**src/rtl/ice51_boot.sv**
```systemverilog
// Serial code loader: receives a length-prefixed image over 8N1 UART and writes it to code memory.
// Define ICE51_BOOT_CHECKSUM_EN to require and verify a trailing modulo-256 checksum byte.
module ice51_boot #(
    parameter int CLKS_PER_BIT = 104,
    parameter int ADDR_W       = 10
) (
    input  logic              i_clk,
    input  logic              i_rst,
    input  logic              i_uart_rx,
    output logic              o_code_wr,
    output logic [ADDR_W-1:0] o_code_addr,
    output logic [7:0]        o_code_data,
    output logic              o_cpu_run,
    output logic              o_busy,
    output logic              o_err
);

    localparam int CNT_W = $clog2(CLKS_PER_BIT);
    localparam logic [CNT_W-1:0] BIT_LAST  = CNT_W'(CLKS_PER_BIT - 1);
    localparam logic [CNT_W-1:0] HALF_LAST = CNT_W'(CLKS_PER_BIT / 2 - 1);
    localparam logic [16:0]      CAPACITY  = 17'(2 ** ADDR_W);

    typedef enum logic [1:0] {RX_IDLE, RX_START, RX_DATA, RX_STOP} rx_state_t;

    typedef enum logic [2:0] {
        HDR_LO,
        HDR_HI,
        LOAD,
`ifdef ICE51_BOOT_CHECKSUM_EN
        CHK,
`endif
        DONE,
        ERROR
    } ld_state_t;

`ifdef ICE51_BOOT_CHECKSUM_EN
    localparam ld_state_t AFTER_LOAD = CHK;
`else
    localparam ld_state_t AFTER_LOAD = DONE;
`endif

    // ---------------- UART receive front end ----------------
    logic             rx_s1, rx_s2, rx_prev;
    logic             rx_fall;
    rx_state_t        rx_state, rx_next;
    logic [CNT_W-1:0] rx_cnt;
    logic [2:0]       bit_idx;
    logic [7:0]       rx_shift;
    logic             bit_tick;
    logic             start_ok, byte_stb, frame_err;

    assign rx_fall  = rx_prev & ~rx_s2;
    assign bit_tick = (rx_cnt == BIT_LAST);

    always_comb begin
        rx_next   = rx_state;
        start_ok  = 1'b0;
        byte_stb  = 1'b0;
        frame_err = 1'b0;
        unique case (rx_state)
            RX_IDLE:  if (rx_fall) rx_next = RX_START;
            RX_START: if (rx_cnt == HALF_LAST) begin
                // A start bit that is high again at mid-bit was a glitch.
                if (!rx_s2) begin
                    rx_next  = RX_DATA;
                    start_ok = 1'b1;
                end else begin
                    rx_next = RX_IDLE;
                end
            end
            RX_DATA:  if (bit_tick && bit_idx == 3'd7) rx_next = RX_STOP;
            RX_STOP:  if (bit_tick) begin
                rx_next = RX_IDLE;
                if (rx_s2) byte_stb  = 1'b1;
                else       frame_err = 1'b1;
            end
            default:  rx_next = RX_IDLE;
        endcase
    end

    always_ff @(posedge i_clk) begin
        if (i_rst) begin
            rx_s1    <= 1'b1;
            rx_s2    <= 1'b1;
            rx_prev  <= 1'b1;
            rx_state <= RX_IDLE;
            rx_cnt   <= '0;
            bit_idx  <= '0;
            rx_shift <= '0;
        end else begin
            rx_s1    <= i_uart_rx;
            rx_s2    <= rx_s1;
            rx_prev  <= rx_s2;
            rx_state <= rx_next;
            if (rx_next != rx_state || bit_tick) rx_cnt <= '0;
            else                                 rx_cnt <= rx_cnt + 1'b1;
            if (start_ok) bit_idx <= '0;
            if (rx_state == RX_DATA && bit_tick) begin
                rx_shift <= {rx_s2, rx_shift[7:1]};
                bit_idx  <= bit_idx + 1'b1;
            end
        end
    end

    // ---------------- Loader ----------------
    ld_state_t         state, state_next;
    logic [7:0]        len_lo;
    logic [15:0]       length;
    logic [ADDR_W:0]   count, cnt_inc;
    logic [16:0]       hdr_len;
    logic              terminal;
`ifdef ICE51_BOOT_CHECKSUM_EN
    logic [7:0]        csum;
`endif

    assign cnt_inc  = count + 1'b1;
    assign hdr_len  = {1'b0, rx_shift, len_lo};
    assign terminal = (state == DONE) || (state == ERROR);

    always_comb begin
        state_next = state;
        unique case (state)
            HDR_LO: if (byte_stb) state_next = HDR_HI;
            HDR_HI: if (byte_stb) begin
                if (hdr_len > CAPACITY) state_next = ERROR;
                else if (hdr_len == '0) state_next = AFTER_LOAD;
                else                    state_next = LOAD;
            end
            LOAD:   if (byte_stb && 17'(cnt_inc) == {1'b0, length}) state_next = AFTER_LOAD;
`ifdef ICE51_BOOT_CHECKSUM_EN
            CHK:    if (byte_stb) state_next = (rx_shift == csum) ? DONE : ERROR;
`endif
            DONE:   state_next = DONE;
            ERROR:  state_next = ERROR;
            default: state_next = ERROR;
        endcase
        if (frame_err && !terminal) state_next = ERROR;
    end

    always_ff @(posedge i_clk) begin
        if (i_rst) state <= HDR_LO;
        else       state <= state_next;
    end

    always_ff @(posedge i_clk) begin
        if (i_rst) begin
            len_lo      <= '0;
            length      <= '0;
            count       <= '0;
            o_code_wr   <= 1'b0;
            o_code_addr <= '0;
            o_code_data <= '0;
            o_cpu_run   <= 1'b0;
            o_busy      <= 1'b0;
            o_err       <= 1'b0;
`ifdef ICE51_BOOT_CHECKSUM_EN
            csum        <= '0;
`endif
        end else begin
            o_code_wr <= 1'b0;
            if (state == HDR_LO && byte_stb) len_lo <= rx_shift;
            if (state == HDR_HI && byte_stb) length <= {rx_shift, len_lo};
            if (state == LOAD && byte_stb) begin
                o_code_wr   <= 1'b1;
                o_code_addr <= count[ADDR_W-1:0];
                o_code_data <= rx_shift;
                count       <= cnt_inc;
`ifdef ICE51_BOOT_CHECKSUM_EN
                csum        <= csum + rx_shift;
`endif
            end
            o_cpu_run <= o_cpu_run | (state_next == DONE);
            o_err     <= o_err | (state_next == ERROR);
            if (state_next == DONE || state_next == ERROR) o_busy <= 1'b0;
            else if (start_ok)                             o_busy <= 1'b1;
        end
    end

endmodule
```
**config.mk**
```make
export PLATFORM = sky130hd
export DESIGN_NAME = ice51_boot
export DESIGN_NICKNAME = d
export VERILOG_FILES = /design/src/rtl/ice51_boot.sv
export SDC_FILE = /design/constraint.sdc
export NUM_CORES = 1
export LEC_CHECK = 0
export BUFFER_PORTS_ARGS = -buffer_cell sky130_fd_sc_hd__buf_2
export CORE_MARGIN = 2
export CORE_UTILIZATION = 54
export CTS_BUF_LIST = sky130_fd_sc_hd__clkbuf_4 sky130_fd_sc_hd__clkbuf_8 sky130_fd_sc_hd__clkbuf_16
export CTS_CLUSTER_DIAMETER = 50
export CTS_CLUSTER_SIZE = 10
export DETAILED_ROUTE_END_ITERATION = 8
export GPL_ROUTABILITY_DRIVEN = 0
export PLACE_DENSITY = 0.75
export SYNTH_ARGS = -nofsm -noshare
export SYNTH_HDL_FRONTEND = slang
export SYNTH_SLANG_ARGS = --single-unit
```
**constraint.sdc**
```tcl
create_clock -name i_clk -period 2.1 [get_ports i_clk]
set_input_delay 0.42 -clock i_clk [delete_from_list [all_inputs] [get_ports i_clk]]
set_output_delay 0.42 -clock i_clk [all_outputs]
set_load 0.1 [all_outputs]
```
======== Word-level counts from Yosys, hierarchy flattened ========
Index checks and enable logic that the tools add are counted.
cells by class
  eq/ne operators ......................... 14
  reduce and logical (&&, ||, !) cells .... 17
  shift operators ......................... 0
  div/mod/pow operators ................... 0
  multiply operators ...................... 0
  $lt $le $gt $ge ......................... 1
  bitwise gates (word level) .............. 4
  $add $sub $neg .......................... 3
  multiplexer cells ....................... 24
operators by type and width
  operator                                                                 count
  3-bit two-way mux                                                        7
  17-bit zero test                                                         1
  11-bit by 16-bit equality test with 1-bit output                         1
  16-bit by 11-bit > comparator with 1-bit output (second input constant)  1
  3-bit one-hot mux with 4 select lines                                    1
  11-bit by 1-bit adder with 11-bit output (second input constant)         1
  1-bit two-way mux                                                        10
  2-bit two-way mux                                                        5
  3-bit by 2-bit equality test with 1-bit output (second input constant)   3
  3-bit equality test (second input constant)                              3
  2-bit one-hot mux with 4 select lines                                    1
  7-bit by 1-bit adder with 7-bit output (second input constant)           1
  7-bit by 6-bit equality test with 1-bit output (second input constant)   1
  7-bit equality test (second input constant)                              1
  1-bit logical AND                                                        7
  2-bit equality test (second input constant)                              2
  2-bit OR reduction                                                       2
  3-bit by 1-bit adder with 3-bit output (second input constant)           1
  3-bit by 1-bit equality test with 1-bit output (second input constant)   1
  3-bit zero test                                                          1
  1-bit logical OR                                                         3
  2-bit by 1-bit equality test with 1-bit output (second input constant)   1
  2-bit zero test                                                          1
  2-bit != test                                                            1
  5 further kinds                                                          6
word-level totals
  memory bits (writable) .................. 0
  latch bits .............................. 0
  bits of input ports ..................... 3
  ROM bits ................................ 0
  output and inout bits ................... 22
  memories ................................ 0
  flip-flop bits (word level) ............. 83

======== Logic depth before layout (Yosys ltp) ========
Gate-level depths: netlist of run 1.
  word-level depth ........................ 10
  mapped depth ............................ 8
  depth with buffers taken out ............ 7

======== Worst setup path before layout of run 1 ========
No wires, ideal clock.
  kind .................................... reg-to-reg
  from .................................... register rx_cnt[0]
  to ...................................... register o_busy
  buffers on the path ..................... 0
  path slack .............................. -0.228 ns
  setup time .............................. 0.117 ns
  arrival ................................. 2.211 ns
  cell stages (with the launch flop) ...... 8
  required time ........................... 1.983 ns
  cell sequence ........................... dfxtp_1 ha_1 nand4_2 nor2_2 nand4b_1 or4_1 or4_4 a22o_1
between the ends
  cells in the longest elaborated chain, start to end .. 10
  elaborated cells on any way between the ends .. 19
  classes of those cells .................. 4 x eq/ne; 11 x mux; 4 x reduce/logical
RTL lines
  what                                                                                          RTL line  RTL
  start: declaration                                                                            46        logic [CNT_W-1:0] rx_cnt;
  start signal: assignment                                                                      96        else rx_cnt <= rx_cnt + 1'b1;
  7-bit equality test                                                                           53        assign bit_tick = (rx_cnt == BIT_LAST);
  1-bit two-way mux                                                                             72        RX_STOP: if (bit_tick) begin
  1-bit two-way mux                                                                             60        unique case (rx_state)
  1-bit logical AND                                                                             129       LOAD: if (byte_stb && 17'(cnt_inc) == {1'b0, length}) state_next = AFTER_LOAD;
  3-bit two-way mux                                                                             129
  3-bit one-hot mux with 4 select lines                                                         122       unique case (state)
  3-bit two-way mux                                                                             137       if (frame_err && !terminal) state_next = ERROR;
  3-bit by 2-bit equality test with 1-bit output / 3-bit equality test (equally long branches)  174       if (state_next == DONE || state_next == ERROR) o_busy <= 1'b0;
  1-bit logical OR                                                                              174
  2-bit OR reduction (no line)                                                                  n/a
  end signal: assignment                                                                        154       o_busy <= 1'b0;
  end signal: assignment                                                                        174
  end signal: assignment                                                                        175       else if (start_ok) o_busy <= 1'b1;
  end: declaration                                                                              14        output logic o_busy,
Several ways; a longest one is shown, not always the timed one.
A chain may end at the register's enable or synchronous reset.

======== Worst setup path after layout of run 1 ========
Ends and elaborated chain as after synthesis.

==> results by stage, run 1 <==
Run status:
- The checks that failed: setup timing.
- The flow ran to the end, but the final reports show violations.

Synth:
- Yosys mapped a number of flops with a built-in enable equal to 0.
- By area the synthesized netlist is led by dfxtp_1 (46%), nand2_1 (10%), a21oi_1 (7.4%).
- After synthesis, the netlist uses 53 different library cells.
- For this run, asynchronously set or reset flops after synthesis account for 0%.
- In this run the biggest area consumer among cell types represents 45.6% of the synthesized area.
- The post-synth net total is 458.
- The mean area per synthesized cell is 8.09 um^2.
- The portion of the post-synthesis area used by sequential elements is 45.6%.
- dfxtp_1 takes more of the synthesized area than any other cell.
- The area of the mapped netlist is 0.00365 mm^2.
- After technology mapping, the gate count stands at 451.
- During synthesis, Yosys emitted a total of 0 warnings.
- The flip-flop cell with the highest count after synthesis is dfxtp_1.
- The number of storage elements in the synthesis netlist is 83.

Global routing:
- The via count of the first global-routing pass was 3,171.
- The number of antenna violations at the first check in global routing came to 0.
- Entering global routing, the biggest net connects 39 pins.
- The all-layer global routing usage is 25.6%.
- The first global-routing pass estimated 15,000 um of wire.
- The total overflow left after global routing is 0.

Timing:
- The total count of hold-check failures in the final report is 0.
- Setup violations remaining at the end of the flow were counted as 10.
- The final-layout worst hold slack is 0.242 ns.
- The final count of pins violating max slew is 0.
- The shortest clock period the worst path allows after layout is 2.24 ns.
- The clock skew after layout is 0.0131 ns.
- Setup repair after global routing could not meet its margin everywhere.
- The achievable frequency is 446 MHz.
- The worst slew slack as a fraction of its limit is 63.6%.
- The final critical path takes up 107% of the cycle.
- For the pin with the worst max-slew slack, the measured transition is 0.545 ns.
- The worst setup margin is -0.143 ns.

Worst hold path:
- The source of the worst hold timing path is i_uart_rx.
- The cell count of the worst hold path is 2.
- The worst hold path belongs to the class in2reg.
- The path with the worst hold slack has its endpoint at rx_s1.

Detailed routing:
- In this run the remaining antenna-violating nets after routing total 0.
- The final layout contains routed wiring with a total length of 8920 um.
- Using the TritonRoute via totals, the vias-per-cell ratio works out to 5.62.
- After detailed routing, the number of remaining DRC violations is 0.
- The detailed-routing iteration count for the pre-antenna-repair pass is 5.
- The routed layout has 3,308 vias.
- After detailed routing, the average wire length per cell comes to 15.2 um.
- The initial detailed-routing violation count is 227.

Power and ir drop:
- Power spread over the standard cell area amounts to 663 mW/mm^2.
- The standby leakage power is 1.79 nW.
- IR analysis of the VDD net gives a maximum drop of 0.000522 V.

Placement:
- The total cell area at the placement stage is 0.00411 mm^2.
- The wire-length estimate of the detail-placed layout is 5770 um.
- The total placed cells including tap cells is 565.
- Input and output buffers added on the ports amount to 24.

Floorplanning:
- 25 I/O pins were placed.
- The effective utilization at floorplan is 56.5%.
- Measured along the x axis, the die boundary spans 86.2 um.
- The die footprint is 0.00743 mm^2.
- The vertical extent of the die is 86.2 um.
- The core footprint is 0.00646 mm^2.
- The number of placement rows is 29.

Clock network:
- The TritonCTS clock tree is done.
- The number of buffers created by CTS is 9.
- At the later pin of the worst-skew pair, clock insertion delay measures 0.36 ns.
- The clock-pin slew on the worst setup and hold paths is 0.08 ns.
- The number of buffers on the longest clock path is 2.
- The number of clock sinks is 83.
- CTS placed an instance of clkbuf_8 at the clock tree root.
- The total number of H-tree levels is 3.

Layout:
- The post-route cell area is 0.00454 mm^2.
- The filler cells instantiated in the layout total 478.
- Compared with the post-synthesis result, the final layout area differs by 24.6%.
- The number of diodes added for antenna fixing is 0.
- After the flow finishes, the layout carries non-filler instances totaling 589.
- Summing all flip-flop and latch instances after layout gives 0.00167 mm^2.
- The final layout contains 514 nets.
- The combined area of the multi-input logic cells is 0.00199 mm^2.
- Cells with a size suffix above 1 make up 25.6% of the layout.

Setup path:
- The start-to-end type of the worst setup path is reg2reg.
- The reg-to-reg setup timing slack is -0.14 ns.
- The capturing point of the worst reg2reg path is o_busy.
- The worst setup path is launched from a register.
- In this run the critical register-to-register path is launched from rx_cnt[0].
- The data required time at the worst endpoint is 2.35 ns.
- The worst setup path is captured at a register.
- The number of cell instances on the worst register-to-register path is 8.
- Data arrives at the worst endpoint at 2.50 ns.
- The highest fanout seen on the critical path is 3.

Job:
- The tool flagged a number of max-cap violations equal to 0.
[Yosys cell counts, types with 2 or more instances]
library cell / number
nand2_1: 99
dfxtp_1: 83
a21oi_1: 54
nor2_1: 40
clkbuf_1: 24
nand3_1: 16
xnor2_1: 13
xor2_1: 13
nor3_1: 10
inv_1: 8
mux2i_1: 8
nand2b_1: 7
nand4_1: 7
o21ai_0: 7
or3_1: 6
buf_2: 4
ha_1: 4
or2_2: 4
and3_1: 3
and4_1: 3
a211oi_1: 2
a22oi_1: 2
nand4b_1: 2
nor4_1: 2
o221ai_1: 2
[final cells by class]
class                   count  area share, %
multi-input cells         330           43.7
flip-flops and latches     83           36.8
repair buffers             74           11.4
clock buffers              10           3.03
well taps                  77           2.12
clock inverters             6           2.09
inverters                   9          0.826
[stage by stage]
step                      total power (W)  setup TNS, ns  setup slack [ns]  util (%)
after global placement            0.00169          -1.01            -0.154      63.6
after global routing              0.00312          -2.06            -0.222      70.4
after CTS                         0.00302          -1.07            -0.179      69.0
final                             0.00301          -1.06            -0.143      70.4
after detailed placement          0.00170          -1.84            -0.212      63.6
after floorplan                   0.00167         -0.105            -0.100         -
[flip-flops by register name, indices dropped and copies added (netlist names)]
register     count
length          16
count           11
o_code_addr     10
len_lo           8
o_code_data      8
rx_shift         8
rx_cnt           7
bit_idx          3
state            3
rx_state         2
o_busy           1
o_code_wr        1
o_cpu_run        1
o_err            1
rx_prev          1
rx_s1            1
rx_s2            1
[routing by layer]
layer / share of wire (%) / global-route usage (%)
met1: 45 / 32.6
met2: 49 / 43.1
met3: 3.8 / 4.19
met4: 2.3 / 10.7
met5: 0 / 0
[where the power goes]
group           total, W  internal (W)  switching [W]
logic          0.0000890     0.0000363      0.0000527
clock network    0.00133      0.000715       0.000617
registers        0.00159       0.00158      0.0000102
[layout by cell type (no fill, tap or decap), types with 7 or more instances in the layout]
cell type and n:
nand2_1 98, dfxtp_1 77, a21oi_1 54, buf_4 46, nor2_1 36, buf_2 24, nand3_1 13, xor2_1 13
xnor2_1 11, nor3_1 10, clkbuf_8 10, inv_1 8, mux2i_1 8, nand4_1 7, o21ai_0 7, nand2b_1 7
[worst max-delay path, stage by stage, from the launching register on]
cell and delay [ns]:
dfxtp_2 0.36, ha_4 0.16, buf_4 0.12, nand4_4 0.08, nor2_4 0.11, nand4b_1 0.15
or4_4 0.52, or4_4 0.45, a22o_1 0.20
[worst max-delay path by stage]
stage | start | to | slack [ns] | cells after the start
6_report | rx_cnt[0] | o_busy | -0.14 | 8
5_1_grt | rx_cnt[0] | rx_cnt[2] | -0.22 | 9
4_1_cts | rx_cnt[1] | o_busy | -0.18 | 7
3_5_place_dp | rx_cnt[1] | rx_cnt[2] | -0.21 | 7
3_3_place_gp | count[0] | o_busy | -0.15 | 6
2_1_floorplan | rx_cnt[3] | o_busy | -0.10 | 7
[logic make-up after synthesis]
group | after synthesis | share of synthesized area, %
adders and majority gates | 4 | 1.37
DFF | 83 | 45.6
xor gates and xnor gates | 26 | 6.24
and+or+nand+nor | 212 | 27.9
buffers and inverters | 38 | 4.08
muxes | 8 | 2.20
AOI/OAI and AO/OA | 80 | 12.6
[repair_timing]
item,4_1_cts,5_1_grt
setup buffers,7,2
resized for setup,13,19
pin swaps,8,15
endpoints found under the setup margin,10,32
hold buffers,0,0
No activity file was read; power rests on OpenSTA's default activity.
==> run 2, diff against run 1 <==
Settings changed: CORE_UTILIZATION 54 to 50, PLACE_DENSITY 0.75 to 0.68, TNS_END_PERCENT set to 10.
==> run 2 against run 1 <==
Against the previous run: the flow still finishes with violations (setup timing); flip-flop and latch count is the same; largest power group unchanged; critical path depth decreased by 2; highest routed layer unchanged; register-to-register slack gained 0.05 ns.
==> results by stage, run 2 (synthesis gave the netlist of run 1 again) <==
Layout:
- The flip-flop count of the largest register, all copies and words added is 16 (unchanged).
- The combined area of the multi-input logic cells is 0.00192 mm^2 (was 0.00199 mm^2).
- Registers with the most flip-flops: length: 16 flops, count: 11 flops, o_code_addr: 10 flops (unchanged).
- The count of filler cells inserted in the layout came to 617 (was 478).
- Top library cells by usage in the layout, fill and taps aside: nand2_1 (99), dfxtp_1 (79), a21oi_1 (54) (was nand2_1 (98), dfxtp_1 (77), a21oi_1 (54)).
- The storage element area is 0.00167 mm^2 (about the same).
- The number of diodes added for antenna fixing is 0 (unchanged).
- The layout overhead on the synthesized area came to 22.9% (was 24.6%).
- The number of standard cells in the final layout excluding fillers is 612 (was 589).
- The most common cell after layout, fill and taps aside is nand2_1 (unchanged).
- The register with the most flip-flops was length (unchanged).
- The share of cells above drive strength 1 is 22.0% (was 25.6%).
- The number of nets in the layout came to 515 (was 514).

Global routing:
- The number of antenna violations at the first check in global routing was 0 (unchanged).
- The wire length of the first global-routing pass came to 13,400 um (was 15,000 um).
- The all-layer global routing usage came to 21.6% (was 25.6%).
- The global route total overflow is 0 (unchanged).
- The pin count of the biggest net entering global routing is 47 (was 39).
- The via count of the first global-routing pass is 2,898 (was 3,171).

Power and ir drop:
- The standby leakage power is 1.76 nW (was 1.79 nW).
- The power density over cell area is 640 mW/mm^2 (was 663 mW/mm^2).
- The overall power after layout is 0.00287 W (was 0.00301 W).
- The peak supply drop came to 0.000303 V (was 0.000522 V).

Timing:
- The worst slew slack as a fraction of its limit is 67.0% (was 63.6%).
- The slew at the pin closest to its max-slew limit is 0.492 ns (was 0.545 ns).
- The achievable frequency is 455 MHz (was 446 MHz).
- The final number of setup-violating endpoints is 10 (unchanged).
- The final critical-path share of the clock period is 105% (was 107%).
- Unrepaired setup endpoints after global routing: yes (unchanged).
- The total count of hold-check failures in the final report is 0 (unchanged).
- The total negative slack is -0.329 ns (was -1.06 ns).
- The final count of pins violating max slew is 0 (unchanged).
- The shortest clock period the worst path allows after layout is 2.20 ns (was 2.24 ns).
- The worst setup margin is -0.0971 ns (was -0.143 ns).
- The clock skew after layout is 0.00689 ns (was 0.0131 ns).

Setup path:
- The launching element of the worst setup path is count[1] (was rx_cnt[0]).
- The number of cell instances on the worst register-to-register path came to 6 (was 8).
- The highest fanout seen on the critical path is 3 (unchanged).
- The capturing point of the worst reg2reg path is o_busy (unchanged).
- The data required time at the worst endpoint is 2.35 ns (about the same).
- The number of cells on the critical path is 6 (was 8).
- The data arrival time at the worst-slack endpoint came to 2.45 ns (was 2.50 ns).
- CP Cell Sequence: ha_4, xnor2_2, nand4_1, or4_1, or4_4, a22o_1 (was ha_4, buf_4, nand4_4, nor2_4, nand4b_1, or4_4, or4_4, a22o_1).
- The sort of element at the end of the critical path was a register (unchanged).
- The slowest cell on the critical path is or4_1 (was or4_4).
- The top cell family by delay on the critical path is simple AND/OR/NAND/NOR gates (unchanged).
- The capture point of the critical path is o_busy (unchanged).
- The largest stage delay on the critical path is 0.54 ns (was 0.52 ns).
- The origin of the critical flop-to-flop path is count[1] (was rx_cnt[0]).
- The type of origin of the critical path is a register (unchanged).
- The reg-to-reg setup timing slack is -0.1 ns (was -0.14 ns).
- The number of buffer and inverter instances along the worst setup path was 0 (was 1).
- The start-to-end type of the worst setup path is reg2reg (unchanged).

Floorplanning:
- The number of top-level design ports is 25 (unchanged).
- The core footprint came to 0.00718 mm^2 (was 0.00646 mm^2).
- The die footprint is 0.00799 mm^2 (was 0.00743 mm^2).
- The number of placement rows came to 31 (was 29).
- The horizontal extent of the die is 89.4 um (was 86.2 um).
- The vertical extent of the die is 89.4 um (was 86.2 um).
- The effective utilization at floorplan was 50.8% (was 56.5%).

Placement:
- The post-DP HPWL was 5810 um (was 5770 um).
- The total placed cells including tap cells was 594 (was 565).
- The worst setup slack after placement is -0.269 ns (was -0.212 ns).
- The number of buffer cells added on primary ports is 24 (unchanged).

Worst hold path:
- The type of the most critical hold path is in2reg (unchanged).

Detailed routing:
- The DRC violation count after routing came to 0 (unchanged).
- The detailed-routing iteration count for the pre-antenna-repair pass is 5 (unchanged).
- The final wirelength is 8130 um (was 8920 um).
- The total vias in the final route came to 3,236 (was 3,308).
- The detailed-route vias per instance is 5.29 (was 5.62).
- The post-detailed-route count of antenna-violating nets was 0 (unchanged).
- The post-detailed-route wirelength per cell is 13.3 um (was 15.2 um).
- The initial detailed-routing violation count came to 197 (was 227).

Clock network:
- The TritonCTS clock tree is done (unchanged).
- The clock root buffer master is clkbuf_8 (unchanged).
- The clock latency of the later-clocked register in the worst-skew pair is 0.36 ns (about the same).
- The count of hold-fix buffers inserted at cts was 0 (unchanged).
- The number of clock sinks was 83 (unchanged).
- The number of buffers created by CTS is 9 (unchanged).
- The total number of H-tree levels is 3 (unchanged).
- The clock-pin slew on the worst setup and hold paths is 0.09 ns (was 0.08 ns).
- The number of buffers on the longest clock path was 2 (unchanged).

Job:
- The number of maximum-capacitance violations is 0 (unchanged).

Run status:
- Run status: finished with violations (unchanged).
- Failing checks: setup timing (unchanged).
## run 2: changes by cell type in the layout (fill, tap and decap cells not counted), sizes merged
cell      change
bufinv        -1
buf           +1
clkinvlp      +1
## run 2: how the worst min path moves through the flow
| stage | start | end | slack [ns] | cells after the start |
|---|---|---|---|---|
| final | i_uart_rx | rx_s1 | 0.24 | 2 |
| after floorplan | rx_s1 | rx_s2 | 0.39 | 1 |
| after detailed placement | rx_s1 | rx_s2 | 0.41 | 1 |
| after global placement | rx_s1 | rx_s2 | 0.39 | 1 |
| after CTS | i_uart_rx | rx_s1 | 0.23 | 2 |
| after global routing | i_uart_rx | rx_s1 | 0.24 | 2 |
## run 2: worst reg2reg max path: cells and delay by family, from the launching register on
| family | cells | cell delay [ns] |
|---|---|---|
| simple gates | 3 | 1.17 |
| flops | 1 | 0.34 |
| fa+ha+maj | 1 | 0.28 |
| compound gates | 1 | 0.21 |
| xor+xnor | 1 | 0.10 |
## run 2: report_power, final
part           switching (W)  internal [W]
clock               0.000610      0.000592
sequential        0.00000923       0.00158
combinational      0.0000456     0.0000311
## run 2: routing by layer
| layer | share of wire (%) | global-route usage (%) |
|---|---|---|
| met5 | 0 | 0 |
| met4 | 1.9 | 9.23 |
| met3 | 4.2 | 3.79 |
| met2 | 48 | 36.0 |
| met1 | 46 | 27.4 |
## run 2: area by class of cell
type / instances / area share, %
Multi-Input combinational cell: 330 / 42.8
Sequential cell: 83 / 37.2
Timing Repair Buffer: 75 / 11.9
Clock buffer: 10 / 3.07
Tap cell: 99 / 2.76
Clock inverter: 6 / 1.59
Inverter: 9 / 0.754
## run 2: stage by stage
| stage | cell area [um^2] | utilization, % | hold slack, ns |
|---|---|---|---|
| 2_1_floorplan | 3670 | - | 0.389 |
| 3_3_place_gp | 4200 | 58.5 | 0.392 |
| 3_5_place_dp | 4200 | 58.5 | 0.410 |
| 4_1_cts | 4430 | 61.8 | 0.225 |
| 5_1_grt | 4480 | 62.5 | 0.237 |
| 6_report | 4480 | 62.5 | 0.239 |
## run 2: repair_timing
| item | in CTS | in global routing |
|---|---|---|
| pin swaps | 2 | 10 |
| buffers inserted | 1 | 1 |
| setup endpoints to repair | 13 | 17 |
| gates resized for setup | 4 | 7 |
==> run 3, diff against run 2 <==
Settings changed: CORE_UTILIZATION 50 to 54, PLACE_DENSITY 0.68 to 0.72.
Clock period 2.1 ns to 2 ns, I/O delays scaled along.
==> run 3 against run 2 <==
Against the previous run: the run still ends with setup timing left; critical path depth increased by 3; first-iteration DRC count shrank 20%; via count grew 3.5%; design area rose by 3.9%; clock skew is 0.0099 ns higher; clock power increased by 16%; utilization rose by 9.6 points; sequential power rose by 5%; non-clock buffer count increased by 18; final cell count is 0.65% lower; die area down 7.1%; fmax is 3.8% higher.
==> results by stage, run 3 (synthesis gave the netlist of run 1 again) <==
Power and ir drop:
- The part of the total power dissipated in combinational logic is 2.7% (about the same).
- The sequential cell fraction of total power was 53.1% (was 55.4%).
- The switching power share of the total is 23.0% (was 23.2%).
- The peak supply drop is 0.000633 V (was 0.000303 V).
- The power density over cell area is 676 mW/mm^2 (was 640 mW/mm^2).
- The clock network power share was 44.2% (was 41.9%).
- The cell-internal power is 0.00243 W (was 0.00221 W).
- The standby leakage power is 1.88 nW (was 1.76 nW).
- The overall power after layout is 0.00315 W (was 0.00287 W).
- The power dissipated by switching net loads is 0.000723 W (was 0.000665 W).

Floorplanning:
- The effective utilization at floorplan came to 56.5% (was 50.8%).
- The number of placement rows is 29 (was 31).
- The horizontal extent of the die came to 86.2 um (was 89.4 um).
- The die footprint is 0.00743 mm^2 (was 0.00799 mm^2).
- The vertical extent of the die is 86.2 um (was 89.4 um).
- The core footprint is 0.00646 mm^2 (was 0.00718 mm^2).
- The number of top-level design ports was 25 (unchanged).

Setup path:
- CP Cell Sequence: ha_4, nand4b_1, or4b_4, a222oi_1, buf_4, xor2_1, o21ai_2, buf_6, nor2_1 (was ha_4, xnor2_2, nand4_1, or4_1, or4_4, a22o_1).
- The sort of element at the end of the critical path is a register (unchanged).
- The data arrival time at the worst-slack endpoint was 2.41 ns (was 2.45 ns).
- The top cell family by delay on the critical path is simple AND/OR/NAND/NOR gates (unchanged).
- The slowest cell on the critical path is or4b_4 (was or4_1).
- The launching element of the worst setup path is rx_cnt[1] (was count[1]).
- The type of origin of the critical path is a register (unchanged).
- The largest stage delay on the critical path came to 0.50 ns (was 0.54 ns).
- The number of buffer and inverter instances along the worst setup path is 2 (was 0).
- The start-to-end type of the worst setup path is reg2reg (unchanged).
- The highest fanout seen on the critical path is 7 (was 3).
- The origin of the critical flop-to-flop path is rx_cnt[1] (was count[1]).
- The data required time at the worst endpoint came to 2.29 ns (was 2.35 ns).

Layout:
- Registers with the most flip-flops: length: 16 flops, count: 11 flops, o_code_addr: 10 flops (unchanged).
- The most common cell after layout, fill and taps aside is nand2_1 (unchanged).
- The layout overhead on the synthesized area is 27.7% (was 22.9%).
- The number of diodes added for antenna fixing is 0 (unchanged).
- Top library cells by usage in the layout, fill and taps aside: nand2_1 (99), dfxtp_1 (77), buf_4 (65) (was nand2_1 (99), dfxtp_1 (79), a21oi_1 (54)).
- The count of filler cells inserted in the layout is 502 (was 617).
- The number of nets in the layout came to 533 (was 515).
- The post-route cell area is 0.00466 mm^2 (was 0.00448 mm^2).
- The register with the most flip-flops is length (unchanged).
- The flip-flop count of the largest register, all copies and words added was 16 (unchanged).
- The share of cells above drive strength 1 is 27.7% (was 22.0%).

Global routing:
- The wire length of the first global-routing pass is 14,800 um (was 13,400 um).
- The via count of the first global-routing pass came to 3,190 (was 2,898).
- The number of antenna violations at the first check in global routing was 0 (unchanged).
- The all-layer global routing usage is 25.0% (was 21.6%).
- The global route total overflow came to 0 (unchanged).
- The pin count of the biggest net entering global routing is 40 (was 47).

Detailed routing:
- The detailed-routing iteration count for the pre-antenna-repair pass is 4 (was 5).
- The DRC violation count after routing is 0 (unchanged).
- The total vias in the final route is 3,350 (was 3,236).
- The initial detailed-routing violation count is 158 (was 197).
- The post-detailed-route count of antenna-violating nets is 0 (unchanged).
- The post-detailed-route wirelength per cell was 14.3 um (was 13.3 um).
- The final wirelength is 8680 um (was 8130 um).
- The detailed-route vias per instance is 5.51 (was 5.29).

Placement:
- The worst setup slack after placement is -0.296 ns (was -0.269 ns).
- The number of buffer cells added on primary ports came to 24 (unchanged).
- The total cell area at the placement stage came to 0.00426 mm^2 (was 0.00420 mm^2).
- The post-DP HPWL is 6060 um (was 5810 um).

Timing:
- The total count of hold-check failures in the final report is 0 (unchanged).
- The worst slew slack as a fraction of its limit came to 67.5% (was 67.0%).
- The final count of pins violating max slew came to 0 (unchanged).
- The shortest clock period the worst path allows after layout is 2.12 ns (was 2.20 ns).
- The final-layout worst hold slack was 0.225 ns (was 0.239 ns).
- The clock skew after layout is 0.0168 ns (was 0.00689 ns).
- The worst setup margin was -0.118 ns (was -0.0971 ns).
- The achievable frequency is 472 MHz (was 455 MHz).
- The slew at the pin closest to its max-slew limit was 0.491 ns (was 0.492 ns).
- Unrepaired setup endpoints after global routing: yes (unchanged).
- The final critical-path share of the clock period is 106% (was 105%).
- The final number of setup-violating endpoints is 9 (was 10).

Clock network:
- The count of hold-fix buffers inserted at cts is 0 (unchanged).
- The number of clock sinks is 83 (unchanged).
- The clock latency of the later-clocked register in the worst-skew pair was 0.36 ns (about the same).
- The number of buffers created by CTS is 9 (unchanged).
- The clock-pin slew on the worst setup and hold paths is 0.09 ns (about the same).
- The clock root buffer master is clkbuf_8 (unchanged).
- The TritonCTS clock tree is done (unchanged).
- The total number of H-tree levels was 3 (unchanged).
- The number of buffers on the longest clock path is 2 (unchanged).

Run status:
- Run status: finished with violations (unchanged).
- Failing checks: setup timing (unchanged).

Worst hold path:
- The source of the worst hold timing path is i_uart_rx (unchanged).
- The type of the most critical hold path was in2reg (unchanged).

Job:
- The number of maximum-capacitance violations came to 0 (unchanged).
-- run 3: cell count changes in the layout (fill, tap and decap cells not counted), sizes merged --
cell and delta:
buf +18, bufinv +1, clkbuf -1, clkinv -1, clkinvlp -2, inv +3
-- run 3: timing repair --
action / in CTS / in global routing
pin swaps: 13 / 6
resized for setup: 16 / 14
gates cloned: 0 / 0
buffers inserted: 3 / 2
setup endpoints to repair: 23 / 26
-- run 3: final cells by class --
cell class	instances	area (um^2)	area share [%]
Sequential cell	83	1670	35.8
Timing Repair Buffer	93	653	14.0
Inverter	9	33.8	0.725
Tap cell	77	96.3	2.07
Multi-Input combinational cell	330	1970	42.4
Clock inverter	7	106	2.28
Clock buffer	9	124	2.66
-- run 3: metrics by stage --
step | instances | TNS [ns] | util, %
3_5_place_dp | 587 | -2.87 | 66.0
5_1_grt | 608 | -1.73 | 72.1
6_report | 608 | -0.788 | 72.1
3_3_place_gp | 587 | -2.15 | 66.0
4_1_cts | 606 | -0.691 | 70.9
2_1_floorplan | 451 | -1.35 | -
-- run 3: worst paths after layout --
kind                    end  cells after the start  slack (ns)
hold reg to reg       rx_s2                      1        0.41
setup reg to reg  rx_cnt[4]                      9       -0.12
setup / recovery  rx_cnt[4]                      9       -0.12
hold / removal        rx_s1                      2        0.22
-- run 3: power groups by stage --
stage          Combinational (W)  Clock [W]  Sequential (W)
2_1_floorplan          0.0000475          0         0.00171
3_3_place_gp           0.0000702          0         0.00171
3_5_place_dp           0.0000721          0         0.00171
4_1_cts                0.0000783    0.00141         0.00167
5_1_grt                0.0000964    0.00149         0.00167
6_report               0.0000857    0.00139         0.00167
-- run 3: layer usage --
layer	part of all wire [%]	GRT usage, %	wire (um)
met1	46	31.7	3980
met4	2.4	9.09	211
met5	0	0	0
met3	3.8	5.14	329
met2	48	42.1	4160
